File: src/rtl/data_memory_controller.sv
// data_memory_controller: initiator side of the data_memory port.
// Takes one load/store request at a time over a valid/ready handshake, drives
// signal_memread/signal_memwrite/address/data_to_write toward data_memory,
// captures its registered data_out and returns a one-cycle response pulse.
// A saturating counter tracks completed accesses.
// Optional feature: define LSU_RMW_EN to enable read-modify-write add requests
// (req_rmw=1 with req_write=0). Without it req_rmw is ignored and no adder exists.
module data_memory_controller #(
    parameter int ADDR_W = 5,
    parameter int DATA_W = 8,
    parameter int CNT_W  = 16
) (
    input  logic              clock,
    input  logic              clear,
    input  logic              req_valid,
    output logic              req_ready,
    input  logic              req_write,
    input  logic              req_rmw,
    input  logic [ADDR_W-1:0] req_addr,
    input  logic [DATA_W-1:0] req_wdata,
    output logic              resp_valid,
    output logic [DATA_W-1:0] resp_rdata,
    output logic              signal_memread,
    output logic              signal_memwrite,
    output logic [ADDR_W-1:0] address,
    output logic [DATA_W-1:0] data_to_write,
    input  logic [DATA_W-1:0] mem_rdata,
    output logic [CNT_W-1:0]  access_count
);

    typedef enum logic [2:0] {
        IDLE     = 3'd0,
        RD_ISSUE = 3'd1,
        RD_WAIT  = 3'd2,
        WR_ISSUE = 3'd3,
        DONE     = 3'd4
    } state_t;

    state_t state;
    state_t next_state;

    // Request fields held for the duration of the access
    logic [ADDR_W-1:0] addr_p0;
    logic [DATA_W-1:0] wdata_p0;
    logic              rmw_p0;

    logic accept;
    logic rmw_req;

    // Next values of the registered outputs
    logic              req_ready_d;
    logic              resp_valid_d;
    logic [DATA_W-1:0] resp_rdata_d;
    logic              memread_d;
    logic              memwrite_d;
    logic [ADDR_W-1:0] address_d;
    logic [DATA_W-1:0] data_to_write_d;
    logic [CNT_W-1:0]  access_count_d;

    // Access counter sticks at all-ones instead of wrapping
    function automatic logic [CNT_W-1:0] sat_inc(input logic [CNT_W-1:0] cnt);
        if (cnt == {CNT_W{1'b1}})
            sat_inc = cnt;
        else
            sat_inc = cnt + 1'b1;
    endfunction

`ifdef LSU_RMW_EN
    // RMW sum wraps modulo 2**DATA_W; the carry out is dropped
    function automatic logic [DATA_W-1:0] wrap_add(input logic [DATA_W-1:0] a,
                                                   input logic [DATA_W-1:0] b);
        wrap_add = a + b;
    endfunction

    // A store always wins over the RMW flag
    assign rmw_req = req_rmw && !req_write;
`else
    logic unused_rmw;
    assign unused_rmw = req_rmw;
    assign rmw_req    = 1'b0;
`endif

    assign accept = req_valid && req_ready;

    // State register and per-access control flag
    always_ff @(posedge clock) begin
        if (clear) begin
            state  <= IDLE;
            rmw_p0 <= 1'b0;
        end else begin
            state <= next_state;
            if (accept)
                rmw_p0 <= rmw_req;
        end
    end

    // Request operands are only sampled at the accept edge
    always_ff @(posedge clock) begin
        if (accept) begin
            addr_p0  <= req_addr;
            wdata_p0 <= req_wdata;
        end
    end

    // Next-state sequencing of the access
    always_comb begin
        next_state = state;
        case (state)
            IDLE: begin
                if (accept)
                    next_state = req_write ? WR_ISSUE : RD_ISSUE;
            end
            RD_ISSUE: next_state = RD_WAIT;
            RD_WAIT:  next_state = rmw_p0 ? WR_ISSUE : DONE;
            WR_ISSUE: next_state = DONE;
            DONE:     next_state = IDLE;
            default:  next_state = IDLE;
        endcase
    end

    // Output decode from the upcoming state so every output is a flop
    always_comb begin
        req_ready_d     = (next_state == IDLE);
        resp_valid_d    = (next_state == DONE);
        memread_d       = (next_state == RD_ISSUE);
        memwrite_d      = (next_state == WR_ISSUE);
        address_d       = '0;
        data_to_write_d = '0;
        resp_rdata_d    = resp_rdata;
        access_count_d  = access_count;

        // Entering an issue state straight from IDLE: operands are still on the request bus
        if (memread_d || memwrite_d)
            address_d = (state == IDLE) ? req_addr : addr_p0;

        if (memwrite_d) begin
            if (state == IDLE)
                data_to_write_d = req_wdata;
            else
`ifdef LSU_RMW_EN
                data_to_write_d = wrap_add(mem_rdata, wdata_p0);
`else
                data_to_write_d = wdata_p0;
`endif
        end

        // data_memory's registered data_out is valid during RD_WAIT
        if (state == RD_WAIT)
            resp_rdata_d = mem_rdata;

        if (resp_valid_d)
            access_count_d = sat_inc(access_count);
    end

    // Output registers
    always_ff @(posedge clock) begin
        if (clear) begin
            req_ready       <= 1'b1;
            resp_valid      <= 1'b0;
            resp_rdata      <= '0;
            signal_memread  <= 1'b0;
            signal_memwrite <= 1'b0;
            address         <= '0;
            data_to_write   <= '0;
            access_count    <= '0;
        end else begin
            req_ready       <= req_ready_d;
            resp_valid      <= resp_valid_d;
            resp_rdata      <= resp_rdata_d;
            signal_memread  <= memread_d;
            signal_memwrite <= memwrite_d;
            address         <= address_d;
            data_to_write   <= data_to_write_d;
            access_count    <= access_count_d;
        end
    end

endmodule

File: config.mk
export PLATFORM = sky130hd
export DESIGN_NAME = data_memory_controller
export DESIGN_NICKNAME = d
export VERILOG_FILES = /design/src/rtl/data_memory_controller.sv
export SDC_FILE = /design/constraint.sdc
export NUM_CORES = 1
export LEC_CHECK = 0
export BUFFER_PORTS_ARGS = -buffer_cell sky130_fd_sc_hd__buf_4
export CAP_MARGIN = 30
export CORE_MARGIN = 4
export CORE_UTILIZATION = 44
export CTS_CLUSTER_DIAMETER = 100
export CTS_CLUSTER_SIZE = 12
export DETAILED_ROUTE_END_ITERATION = 12
export PLACE_DENSITY = 0.74
export SLEW_MARGIN = 10
export SYNTH_ARGS = -nofsm -noshare
export SYNTH_HDL_FRONTEND = slang
export SYNTH_SLANG_ARGS = --single-unit
File: constraint.sdc
create_clock -name clock -period 1.4 [get_ports clock]
set_input_delay 0.07 -clock clock [delete_from_list [all_inputs] [get_ports clock]]
set_output_delay 0.07 -clock clock [all_outputs]
set_load 0.005 [all_outputs]
**Yosys cells after proc, flatten, opt, wreduce, memory -nomap -nowiden**

Index checks and enable logic that the tools add are counted.

- Eq/ne operators: 7
- Reductions and logical operators: 8
- $add $sub $neg: 1
- Multiplexer cells: 5
- Bitwise gates (word level): 3

Operator list:

| cell | count |
|---|---|
| $add A16 B1 Y16 const B | 1 |
| $eq A16 B16 Y1 const B | 1 |
| $eq A3 B2 Y1 const B | 3 |
| $pmux W3 S3 | 1 |
| $mux W8 | 1 |
| $eq A3 B1 Y1 const B | 2 |
| $logic_not A3 Y1 | 2 |
| $reduce_or A2 Y1 | 3 |
| $mux W5 | 1 |
| $eq A3 B3 Y1 const B | 1 |
| $mux W3 | 1 |
| $not A1 Y1 | 3 |
| $mux W2 | 1 |
| $reduce_and A2 Y1 | 1 |
| $logic_and A1 B1 Y1 | 1 |
| $logic_or A1 B1 Y1 | 1 |

- Input port bits: 26
- Flip-flop bits (word level): 57
- Output and inout bits: 41
- Word-level logic and storage cells: 35

**Logic depth before layout (Yosys ltp)**

- Depth in word-level cells: 7
- Depth in mapped cells: 5
- Gate-level depth less buffers: 5

**Worst setup path before layout**

No wires, ideal clock.

- Kind: reg2reg
- From: reg access_count[0]
- To: reg access_count[8]
- Cell stages (with the launch flop): 6
- Setup time: 0.070 ns
- Period minus slack after synthesis: 1.636 ns
- Arrival: 1.565 ns
- Buffers on the path: 0
- Required time: 1.330 ns
- Setup slack: -0.236 ns
- Cell sequence: dfxtp_1 > ha_1 > nand2_1 > or3_4 > or4_1 > a21oi_1

- Longest elaborated chain between the ends: 3
- Elaborated cells on any way between the ends: 4
- Classes of those cells: add/sub: 1; eq/ne: 1; bitwise: 1; reduce/logical: 1

RTL lines:

| element | RTL line | RTL |
|---|---|---|
| start, declared | 28 | `output logic [CNT_W-1:0] access_count` |
| start signal, assigned | 174 | `access_count <= access_count_d;` |
| branches (longest 3 deep; another with $add A16 B1 Y16) | n/a |  |

Several ways; the timed one is not identified.
A chain may end at the register's enable or synchronous reset.

**Worst setup path after layout**

Ends and elaborated chain as after synthesis.

==> out/metrics.yaml <==
outcome:
  status: "finished with violations"
  violations: "negative setup slack"
grt:
  grt-ovfl-total: 0
  grt_max_degree: 36
  grt_use_total_pct: 19.7
  grt_pass1_wl_um: 9470
  grt_pass1_vias: 2098
  antenna_found_initial: 0
timing:
  worstMarginPinSlew_ns: 0.431
  fmax_ghz: 0.640
  period_share_pct: 112
  skew_ns: 0.0120
  rsz0062_at_grt: "yes"
  slew_viol_final: 0
  slew_headroom_pct: 71.1
  finalWorstPathRequiredPeriod_ns: 1.56
  hold-worst-slack_ns: 0.00540
  finalHoldViolCount: 0
  final-setup-viol-count: 30
  layout_setup_ws_ns: -0.161
synthesis:
  ys_seq_elements: 52
  synthesis.nets: 243
  yosys_warnings: 0
  ys_top_cells_by_count: "dfxtp_1 (44), nand2_1 (31), a21oi_1 (25)"
  syn_inst: 216
  ys.flop_type: "dfxtp_1"
  seq_area_frac_synth_pct: 54.2
  synth_area_per_cell_sq_um: 9.57
  synth_cell_types: 37
  synth-edff-count: 8
  yosysTopAreaCellShare_pct: 42.6
  synthTopCellsByArea: "dfxtp_1 (43%), edfxtp_1 (12%), a21oi_1 (6.1%)"
  synth_most_common_cell: "dfxtp_1"
  synth_async_sr_flop_share_pct: 0
  yosysTopAreaCell: "dfxtp_1"
  syn_area_sq_um: 2070
worst_setup_path:
  cp_slowest_stage_delay_ns: 0.40
  cp_cell_sequence: "ha_4, nand2_4, or3_4, or4_1, a21oi_1"
  r2r_start: "access_count[0]"
  r2r_slack_ns: -0.16
  critPathSlowestCell: "or4_1"
  timing.rr.end: "access_count[8]"
  critical_path_arrival_ns: 1.80
  cp-start-kind: "flip-flop"
  reg2reg_depth: 5
  path_delay_family: "simple AND/OR/NAND/NOR gates"
  path_class: "flip-flop to flip-flop"
  crit_required_ns: 1.64
  crit_buf_inv: 0
  crit_path_end_kind: "flip-flop"
  cp_max_fo: 5
drt:
  drt_iter0_drc: 87
  drc: 0
  drt-total-wl_um: 5750
  vias: 2080
  avgRoutedWirePerCell_um: 14.4
  first_pass_iters: 4
  antenna_left: 0
  routed_via_density: 5.23
clocking:
  cts_tree: "built"
  cts.path.max_buffers: 2
  cts-root-buf: "clkbuf_8"
  cts_sinks: 52
  cts.clk_slew.worst_paths_ns: 0.11
  cts_buffers: 5
  h-tree-depth: 2
  clk-insertion-delay-late_ns: 0.31
power:
  p_sw_mw: 0.754
  internal_power_mw: 2.15
  design_power_total_mw: 2.91
  leakagePower_nw: 1.49
  peakVddDrop_v: 0.000535
  share_seq_of_total_power_pct: 54.9
  power_density_nw_per_um2: 860
  sw_frac_of_total_pct: 25.9
  power_frac_comb_pct: 14.3
  clkPwrFrac_pct: 30.8
hold_path:
  hold_end: "resp_rdata[3]"
  hold_depth: 3
  hp-class: "input port to flip-flop"
  worstHoldStart: "mem_rdata[3]"
placement:
  dp_hpwl_um: 3810
  numPortBuffers: 65
  gp_congestion: 0.879
  pre_cts_ws_ns: -0.171
floorplanning:
  die_x_um: 76.5
  die-height_um: 76.5
  rows: 24
  pin_count: 67
  start_util_pct: 46.5
  coreArea_sq_um: 4440
  die-area_sq_um: 5860
final_layout:
  antennaDiodeCount: 0
  seqCellArea_sq_um: 1150
  multi_input_area_sq_um: 1050
  syn2layout_area_growth_pct: 63.6
  layout.nets: 372
  num-fill-cells: 316
  drive_gt1_share_pct: 51.7
flow_run:
  drv_cap: 0
## how the worst max path moves through the flow
| stage | start | end | slack, ns | depth (start not counted) |
|---|---|---|---|---|
| after detailed placement | access_count[0] | access_count[8] | -0.17 | 5 |
| after global routing | access_count[6] | access_count[3] | -0.24 | 5 |
| after floorplan | access_count[1] | access_count[8] | -0.13 | 5 |
| final | access_count[0] | access_count[8] | -0.16 | 5 |
| after global placement | access_count[1] | access_count[8] | -0.15 | 5 |
| after CTS | access_count[0] | access_count[8] | -0.16 | 5 |
## metrics by stage
step           util, %  instances  setup TNS (ns)  cell area [sq um]
2_1_floorplan        -        216          -0.714               2120
3_3_place_gp      66.2        366          -0.909               2940
3_5_place_dp      66.2        366           -1.20               2940
4_1_cts           73.6        393           -1.18               3270
5_1_grt           76.1        398           -4.84               3380
6_report          76.1        398           -2.51               3380
## metal layers
metal | vias to the layer above | wire length [um] | share of wire, % | GRT usage [%]
met3 | 14 | 371 | 6.5 | 6.50
li1 | 1030 | - | - | -
met2 | 64 | 2830 | 49 | 33.4
met5 | - | 0 | 0 | 0
met1 | 972 | 2410 | 42 | 23.1
met4 | 0 | 129 | 2.2 | 7.25
## kinds of logic after synthesis
group / count (synthesis) / synth area share (%)
fa+ha+maj: 1 / 0.605
buf+inv: 13 / 2.54
flops: 52 / 54.2
mux: 8 / 4.30
simple gates: 94 / 24.9
compound gates: 48 / 13.4
## power groups by stage
stage / Sequential (mW) / Combinational, mW / Clock (mW)
2_1_floorplan: 1.64 / 0.140 / 0
3_3_place_gp: 1.63 / 0.328 / 0
3_5_place_dp: 1.64 / 0.334 / 0
4_1_cts: 1.60 / 0.374 / 0.921
5_1_grt: 1.60 / 0.456 / 0.980
6_report: 1.60 / 0.415 / 0.896
## state kept, by name, summed over array words and instances, names as in the netlist
name and count:
req_ready 1, address 5, state 3, wdata_p0 8, resp_valid 1, data_to_write 8, signal_memwrite 1, signal_memread 1
access_count 16, resp_rdata 8
## tightest hold or removal path: cells and delay by family
family | cells | cell delay, ns
and+or+nand+nor | 1 | 0.05
buffers and inverters | 1 | 0.10
AOI/OAI and AO/OA | 1 | 0.05
## layout make-up
type / instances / share of cell area (%)
Inverter: 7 / 0.851
Tap cell: 52 / 1.92
Multi-Input combinational cell: 152 / 31.0
Sequential cell: 52 / 34.0
Clock buffer: 5 / 2.03
Timing Repair Buffer: 127 / 29.4
Clock inverter: 3 / 0.814
## placed cells by master (no fill, tap or decap), types with 3 or more instances in the layout
cell type / Yosys / routed
mux2_2: 7 / 7
o21ai_0: 9 / 8
and2_1: 8 / 6
nor2b_1: 9 / 9
nor2_1: 13 / 11
dfxtp_1: 44 / 30
or3_4: 1 / 3
a211oi_2: 0 / 3
inv_1: 7 / 6
nand2_1: 31 / 30
buf_4: 0 / 111
or4_1: 4 / 4
dfxtp_4: 0 / 4
dlygate4sd3_1: 0 / 14
nand4_1: 4 / 4
nand3_1: 6 / 4
dfxtp_2: 0 / 10
clkbuf_8: 0 / 5
a31oi_1: 3 / 3
a21oi_2: 0 / 11
o31ai_1: 4 / 4
a21oi_1: 25 / 14
edfxtp_1: 8 / 8
## repair_timing
item                                    in CTS  in global routing
hold buffers                                14                  0
endpoints found under the setup margin      20                 30
hold endpoints to repair                    14                  0
gates cloned                                 0                  1
pin swaps                                   10                  9
gates resized for setup                     19                 23
setup buffers                                5                  4
Power figures use the tool's default switching activity.
